### config.mk
export PLATFORM = sky130hd
export DESIGN_NAME = sha256_core
export DESIGN_NICKNAME = d
export VERILOG_FILES = /design/src/rtl/sha256_core.sv
export SDC_FILE = /design/constraint.sdc
export NUM_CORES = 2
export LEC_CHECK = 0
export BUFFER_PORTS_ARGS = -buffer_cell sky130_fd_sc_hd__buf_2
export CAP_MARGIN = 20
export CORE_ASPECT_RATIO = 1.75
export CORE_MARGIN = 4
export CORE_UTILIZATION = 45
export DETAILED_ROUTE_END_ITERATION = 8
export PLACE_DENSITY_LB_ADDON = 0.12
export SKIP_LAST_GASP = 1
export SYNTH_ARGS = -nofsm -noshare
export SYNTH_HDL_FRONTEND = slang
export SYNTH_SLANG_ARGS = --single-unit
### constraint.sdc
create_clock -name clk -period 12.2 [get_ports clk]
set_clock_uncertainty 0.15 [all_clocks]
set_input_delay 0.61 -clock clk [delete_from_list [all_inputs] [get_ports clk]]
set_output_delay 0.61 -clock clk [all_outputs]
set_load 0.02 [all_outputs]
### src/rtl/sha256_core.sv
// ============================================================================
//  Module      : sha256_core
//  Description : Single-block SHA-256 compression engine. Hashes one
//                pre-padded 512-bit block from the standard initial hash
//                values at one round per clock. The digest appears 65 cycles
//                after the start edge and is flagged by ready.
//  Revision    : 1.0 - initial release
// ============================================================================
`default_nettype none

module sha256_core (
    input  logic         clk,
    input  logic         rst,
    input  logic         start,
    input  logic [511:0] block_in,
    output logic [255:0] hash_out,
    output logic         ready
);

    typedef enum logic [1:0] {
        IDLE  = 2'd0,
        ROUND = 2'd1,
        DONE  = 2'd2
    } state_t;

    localparam logic [31:0] c_iv [8] = '{
        32'h6a09e667, 32'hbb67ae85, 32'h3c6ef372, 32'ha54ff53a,
        32'h510e527f, 32'h9b05688c, 32'h1f83d9ab, 32'h5be0cd19
    };

    localparam logic [31:0] c_k [64] = '{
        32'h428a2f98, 32'h71374491, 32'hb5c0fbcf, 32'he9b5dba5,
        32'h3956c25b, 32'h59f111f1, 32'h923f82a4, 32'hab1c5ed5,
        32'hd807aa98, 32'h12835b01, 32'h243185be, 32'h550c7dc3,
        32'h72be5d74, 32'h80deb1fe, 32'h9bdc06a7, 32'hc19bf174,
        32'he49b69c1, 32'hefbe4786, 32'h0fc19dc6, 32'h240ca1cc,
        32'h2de92c6f, 32'h4a7484aa, 32'h5cb0a9dc, 32'h76f988da,
        32'h983e5152, 32'ha831c66d, 32'hb00327c8, 32'hbf597fc7,
        32'hc6e00bf3, 32'hd5a79147, 32'h06ca6351, 32'h14292967,
        32'h27b70a85, 32'h2e1b2138, 32'h4d2c6dfc, 32'h53380d13,
        32'h650a7354, 32'h766a0abb, 32'h81c2c92e, 32'h92722c85,
        32'ha2bfe8a1, 32'ha81a664b, 32'hc24b8b70, 32'hc76c51a3,
        32'hd192e819, 32'hd6990624, 32'hf40e3585, 32'h106aa070,
        32'h19a4c116, 32'h1e376c08, 32'h2748774c, 32'h34b0bcb5,
        32'h391c0cb3, 32'h4ed8aa4a, 32'h5b9cca4f, 32'h682e6ff3,
        32'h748f82ee, 32'h78a5636f, 32'h84c87814, 32'h8cc70208,
        32'h90befffa, 32'ha4506ceb, 32'hbef9a3f7, 32'hc67178f2
    };

    function automatic logic [31:0] ror(input logic [31:0] x, input int n);
        return (x >> n) | (x << (32 - n));
    endfunction

    function automatic logic [31:0] big_s0(input logic [31:0] x);
        return ror(x, 2) ^ ror(x, 13) ^ ror(x, 22);
    endfunction

    function automatic logic [31:0] big_s1(input logic [31:0] x);
        return ror(x, 6) ^ ror(x, 11) ^ ror(x, 25);
    endfunction

    function automatic logic [31:0] small_s0(input logic [31:0] x);
        return ror(x, 7) ^ ror(x, 18) ^ (x >> 3);
    endfunction

    function automatic logic [31:0] small_s1(input logic [31:0] x);
        return ror(x, 17) ^ ror(x, 19) ^ (x >> 10);
    endfunction

    state_t      r_state;
    logic [5:0]  r_t;
    logic [31:0] r_a, r_b, r_c, r_d, r_e, r_f, r_g, r_h;
    // Sliding schedule window: for t<16 it holds W[t..t+15] (rotating the
    // block in), for t>=16 it holds W[t-16..t-1].
    logic [31:0] r_w [16];

    logic [31:0] w_wt;
    logic [31:0] w_t1;
    logic [31:0] w_t2;

    // Message schedule word and round temporaries for the current round
    always_comb begin
        w_wt = r_w[0];
        if (r_t >= 6'd16) begin
            w_wt = small_s1(r_w[14]) + r_w[9] + small_s0(r_w[1]) + r_w[0];
        end
        w_t1 = r_h + big_s1(r_e) + ((r_e & r_f) ^ (~r_e & r_g)) + c_k[r_t] + w_wt;
        w_t2 = big_s0(r_a) + ((r_a & r_b) ^ (r_a & r_c) ^ (r_b & r_c));
    end

    // Control FSM, round datapath, schedule window and registered outputs
    always_ff @(posedge clk) begin
        if (rst) begin
            r_state  <= IDLE;
            r_t      <= 6'd0;
            r_a      <= 32'd0;
            r_b      <= 32'd0;
            r_c      <= 32'd0;
            r_d      <= 32'd0;
            r_e      <= 32'd0;
            r_f      <= 32'd0;
            r_g      <= 32'd0;
            r_h      <= 32'd0;
            for (int i = 0; i < 16; i++) begin
                r_w[i] <= 32'd0;
            end
            hash_out <= 256'd0;
            ready    <= 1'b0;
        end else begin
            case (r_state)
                ROUND: begin
                    r_h <= r_g;
                    r_g <= r_f;
                    r_f <= r_e;
                    r_e <= r_d + w_t1;
                    r_d <= r_c;
                    r_c <= r_b;
                    r_b <= r_a;
                    r_a <= w_t1 + w_t2;
                    for (int i = 0; i < 15; i++) begin
                        r_w[i] <= r_w[i+1];
                    end
                    r_w[15] <= w_wt;
                    r_t     <= r_t + 6'd1;
                    if (r_t == 6'd63) begin
                        r_state <= DONE;
                    end
                end
                default: begin
                    if (start) begin
                        for (int i = 0; i < 16; i++) begin
                            r_w[i] <= block_in[511 - 32*i -: 32];
                        end
                        r_a     <= c_iv[0];
                        r_b     <= c_iv[1];
                        r_c     <= c_iv[2];
                        r_d     <= c_iv[3];
                        r_e     <= c_iv[4];
                        r_f     <= c_iv[5];
                        r_g     <= c_iv[6];
                        r_h     <= c_iv[7];
                        r_t     <= 6'd0;
                        ready   <= 1'b0;
                        r_state <= ROUND;
                    end else if (r_state == DONE && !ready) begin
                        // First cycle in DONE: fold the working state into the IV
                        hash_out <= {c_iv[0] + r_a, c_iv[1] + r_b,
                                     c_iv[2] + r_c, c_iv[3] + r_d,
                                     c_iv[4] + r_e, c_iv[5] + r_f,
                                     c_iv[6] + r_g, c_iv[7] + r_h};
                        ready    <= 1'b1;
                    end
                end
            endcase
        end
    end

endmodule

`default_nettype wire

# Word-level counts from Yosys, hierarchy flattened
# Memories as Yosys holds them, arrays and structs flattened.
# Cells that the tools add are included.
[classes]
bitwise_logic = 62
n_shift = 0
magnitude_cmp = 2
n_reduce_logical = 7
mux = 67
n_eq_ne = 4
add_sub_neg = 19
div = 0
n_mul = 0
[op_table]
columns = ["cell", "count"]
rows = [
  ["$mux W32", 51],
  ["$add A32 B32 Y32", 10],
  ["$xor A32 B32 Y32", 9],
  ["$and A32 B32 Y32", 5],
  ["$add A31 B32 Y32 const A", 3],
  ["$add A32 B32 Y32 const A", 3],
  ["$add A29 B32 Y32 const A", 1],
  ["$add A30 B32 Y32 const A", 1],
  ["$not A32 Y32", 1],
  ["$or A1 B1 Y1", 32],
  ["$or A10 B32 Y32", 1],
  ["$or A13 B32 Y32", 1],
  ["$or A14 B32 Y32", 1],
  ["$or A15 B32 Y32", 1],
  ["$or A19 B32 Y32", 1],
  ["$or A21 B32 Y32", 1],
  ["$or A25 B32 Y32", 1],
  ["$or A26 B32 Y32", 1],
  ["$or A30 B32 Y32", 1],
  ["$or A7 B32 Y32", 1],
  ["$xor A32 B22 Y32", 1],
  ["$xor A32 B29 Y32", 1],
  ["$mux W6", 2],
  ["$mux W1", 11],
  ["15 further kinds", 20],
]
[word_totals]
n_memories = 2
wordCells = 175
mem_bits_ro = 2048
latch_bits = 0
reg_bits = 521
ram_bits = 512
input_bits = 515
[mem_list]
columns = ["memory", "words", "width", "read_ports", "rd_clocked_by_memory_dff", "wr", "line", "text"]
rows = [
  ["(name not given)", 64, 32, 1, 0, 0, "87", "w_t1 = r_h + big_s1(r_e) + ((r_e & r_f) ^ (~r_e & r_g)) + c_k[r_t] + w_wt;"],
  ["r_w", 16, 32, 16, 0, 16, "75", "logic [31:0] r_w [16];"],
]

# Depth between registers and ports, before layout
# An unclocked memory read counts as a cell.
[logic_depth]
ltp_word = 11
depth_mapped = 46
depth_no_buf = 46

# Least setup slack after synthesis
# OpenSTA, ideal clock, no wires.
[synth_timing]
path_kind = "register to register"
start = "memory r_w[1][8], in the netlist r_w[0][40]"
end = "register r_a[31]"
stages_incl_launch_ff = 47
t_arrival_ps = 9885
required_ps = 11933
period_less_slack_ps = 10152
path_buffers = 0
setup_slack_ps = 2048
cell_sequence = "edfxtp_1 -> xnor2_1 -> xnor2_1 -> fa_1 -> inv_1 -> fa_1 -> inv_1 -> ha_1 -> inv_1 -> fa_1 -> nand2b_1 -> a21oi_1 -> or4_1 -> a41o_1 -> a21boi_0 -> o21ai_1 -> a21bo_2 -> xor2_1 -> (+11 left out) -> o21bai_1 -> a21o_1 -> a221o_1 -> a31oi_1 -> xnor2_1 -> inv_1 -> fa_1 -> inv_1 -> ha_1 -> a21o_1 -> a21oi_1 -> nor2b_1 -> a311oi_2 -> o21ai_2 -> a221o_1 -> a21oi_2 -> xnor3_1 -> a22o_1"
[synth_rtl]
columns = ["item", "line", "text"]
rows = [
  ["start: declaration", "75", ""],
  ["end signal: assignment", "119", "r_a <= w_t1 + w_t2;"],
  ["end signal: assignment", "134", "r_a <= c_iv[0];"],
  ["end: declaration", "72", "logic [31:0] r_a, r_b, r_c, r_d, r_e, r_f, r_g, r_h;"],
]

==> impl_metrics.env <==
export IMPL_synth_cells=6798
export IMPL_syn_area_mm2=0.0606
export IMPL_critPathKind="register to register"
export IMPL_portBuffers=771
export IMPL_rows=177
export IMPL_clkTransAtPathRegs_ns=0.07
export IMPL_synth_top_area_cell="edfxtp_1"
export IMPL_synth_most_common_cell="nand2_1"
export IMPL_synth_seq_cells=1033
export IMPL_final_setup_viol_count=0
export IMPL_cts_tree="yes"
export IMPL_root_buffer="clkbuf_16"
export IMPL_start_util_pct=45.5
export IMPL_synthMuxAreaShare_pct=0.873
export IMPL_wirelength_mm=274
export IMPL_grt_pass1_vias=52807
export IMPL_synthAdderAreaFrac_pct=9.56
export IMPL_vias=54011
export IMPL_synth_simple_area_share_pct=15.7
export IMPL_drt_pass1_iterations=6
export IMPL_cp_required_ns=12.66
export IMPL_core_mm2=0.133
export IMPL_cp_slowest_cell="fa_1"
export IMPL_detailed_place_hpwl_mm=212
export IMPL_grt_start_max_net_pins=224
export IMPL_cp_arrival_ns=11.99
export IMPL_seq_area_frac_synth_pct=42.6
export IMPL_largest_reg_flops=512
export IMPL_max_cap_violations=0
export IMPL_synth_xor_area_share_pct=7.69
export IMPL_wl_per_cell_um=29.9
export IMPL_post_cts_setup_buffers=0
export IMPL_cp_max_fo=7
export IMPL_final_nets=8121
export IMPL_ant_nets=0
export IMPL_cts_path_max_buffers=3
export IMPL_max_clock_freq_mhz=86.7
export IMPL_synthTopCellsByCount="nand2_1 (995), a21oi_1 (738), dfxtp_1 (521)"
export IMPL_synth_warnings=0
export IMPL_cpPeakStageDelay_ns=0.54
export IMPL_synth_compound_area_share_pct=18.0
export IMPL_yosys_top_cells_area="edfxtp_1 (25%), dfxtp_1 (17%), fa_1 (6.2%)"
export IMPL_min_period_ns=11.54
export IMPL_min_period_over_period_pct=94.6
export IMPL_slew_limit_headroom_pct=18.5
export IMPL_utilization_pct=52.0
export IMPL_post_route_drc_count=0
export IMPL_synth_nets=7660
export IMPL_track_usage_pct=37.4
export IMPL_area_growth_pct=14.3
export IMPL_gp_congestion=1.00
export IMPL_clkLatencyLatePin_ns=0.74
export IMPL_clock_sinks=1033
export IMPL_syn_area_per_cell_um2=8.92
export IMPL_synth_flop_cell="dfxtp_1"
export IMPL_min_path_type="input port to register"
export IMPL_worst_slew_pin_slew_ns=1.21
export IMPL_dp_cells=8936
export IMPL_die_w_um=285
export IMPL_grt_overflow=0
export IMPL_top_regs="r_w: 512 flops, hash_out: 256 flops"
export IMPL_synthArstFlopShare_pct=0
export IMPL_status="finished clean"
export IMPL_largest_register="r_w"
export IMPL_numCtsBuffers=100
export IMPL_htreeDepth=3
export IMPL_startpoint_type="register"
export IMPL_grt_pass1_wl_mm=380
export IMPL_rsz0062_at_grt="no"
export IMPL_die_area_mm2=0.141
export IMPL_io_pins=772
export IMPL_finalSetupTns_ns=0
export IMPL_synth_edff_count=512
export IMPL_drt_iter0_drc=4967
export IMPL_cp_end_kind="register"
export IMPL_die_h_um=494
export IMPL_synthDistinctLibCells=87
export IMPL_hold_viol=0
export IMPL_slew_violations=0
export IMPL_stdcell_count=9159
export IMPL_layout_drive_gt1_share_pct=15.0
export IMPL_synth_top_family_by_area="compound AO/OA/AOI/OAI gates"
export IMPL_synth_top_area_share_pct=25.4
export IMPL_grt_antenna_before_repair=28
export IMPL_vias_per_cell=5.90
-- layout make-up --
class | count | area [um2]
sequential | 1033 | 25800
tap | 1790 | 2240
fill | 12713 | 64000
timing repair buffer | 884 | 4820
clock inverter | 47 | 531
inverter | 390 | 1480
multi-input combinational | 4850 | 31500
antenna | 26 | 65.1
clock buffer | 139 | 2920
-- worst max-delay path, delay by kind of cell (launching register included) --
family | cells | cell delay [ns]
compound gates | 19 | 4.44
xor+xnor | 4 | 0.76
fa+ha+maj | 10 | 4.04
buf+inv | 9 | 0.85
flops | 1 | 0.47
simple gates | 3 | 0.67
-- routing by layer --
metal | vias up | share of wire (%) | track usage (%)
met5 | - | 0.034 | 0
met3 | 706 | 6.5 | 5.93
met2 | 2464 | 50 | 66.9
li1 | 24592 | - | -
met1 | 26235 | 33 | 38.2
met4 | 14 | 10 | 31.1
-- stage by stage --
stage / hold WS, ns / setup WS [ns] / area (um2)
floorplan: 0.299 / 2.05 / 60600
global placement: 0.287 / 0.765 / 65700
detailed placement: 0.291 / 0.689 / 65700
CTS: 0.000448 / 0.615 / 69300
global route: 0.0235 / 0.125 / 69300
finish: 0.0398 / 0.662 / 69300
-- placed cells by master (no fill, tap or decap), types with 17 or more instances in the layout --
cell and n:
clkinv_2 23, mux2i_1 26, nand2b_1 25, o21ai_1 17, a21o_1 103, buf_2 769, clkbuf_16 105, o211ai_1 17
a311oi_1 45, a21oi_1 738, ha_1 159, a211oi_1 172, nor3_1 297, nor2b_1 17, or3_1 31, o31ai_1 20
dfxtp_1 518, a22o_1 193, edfxtp_1 512, nor2_1 445, buf_4 97, o21bai_1 30, fa_1 188, nand2_1 994
nand3_1 283, o21a_1 19, and3_1 28, clkbuf_1 18, a31oi_1 29, o21ai_0 222, xor2_1 171, diode_2 26
inv_1 384, xnor2_1 357
-- final timing paths --
path | end | startpoint | slack (ns) | depth (start not counted)
worst max-delay path | r_a[31] | r_w[1][210] | 0.66 | 45
worst min-delay path | r_w[1][2] | block_in[226] | 0.04 | 2
worst max register to register | r_a[31] | r_w[1][210] | 0.66 | 45
worst min register to register | hash_out[41] | hash_out[41] | 0.30 | 2
-- timing repair --
action	4_1_cts	5_1_grt
endpoints found under the setup margin	0	1
endpoints found under the hold margin	11	0
gates resized for setup	0	1
hold buffers	11	0
-- logic make-up after synthesis --
group                      after synthesis
and+or+nand+nor                       2205
AOI/OAI and AO/OA                     1719
DFF                                   1033
buffers and inverters                  915
xor gates and xnor gates               530
adders and majority gates              351
muxes                                   45
Power is not shown: default switching activity piles up to over one toggle a cycle in this logic, so the estimate is an artifact.
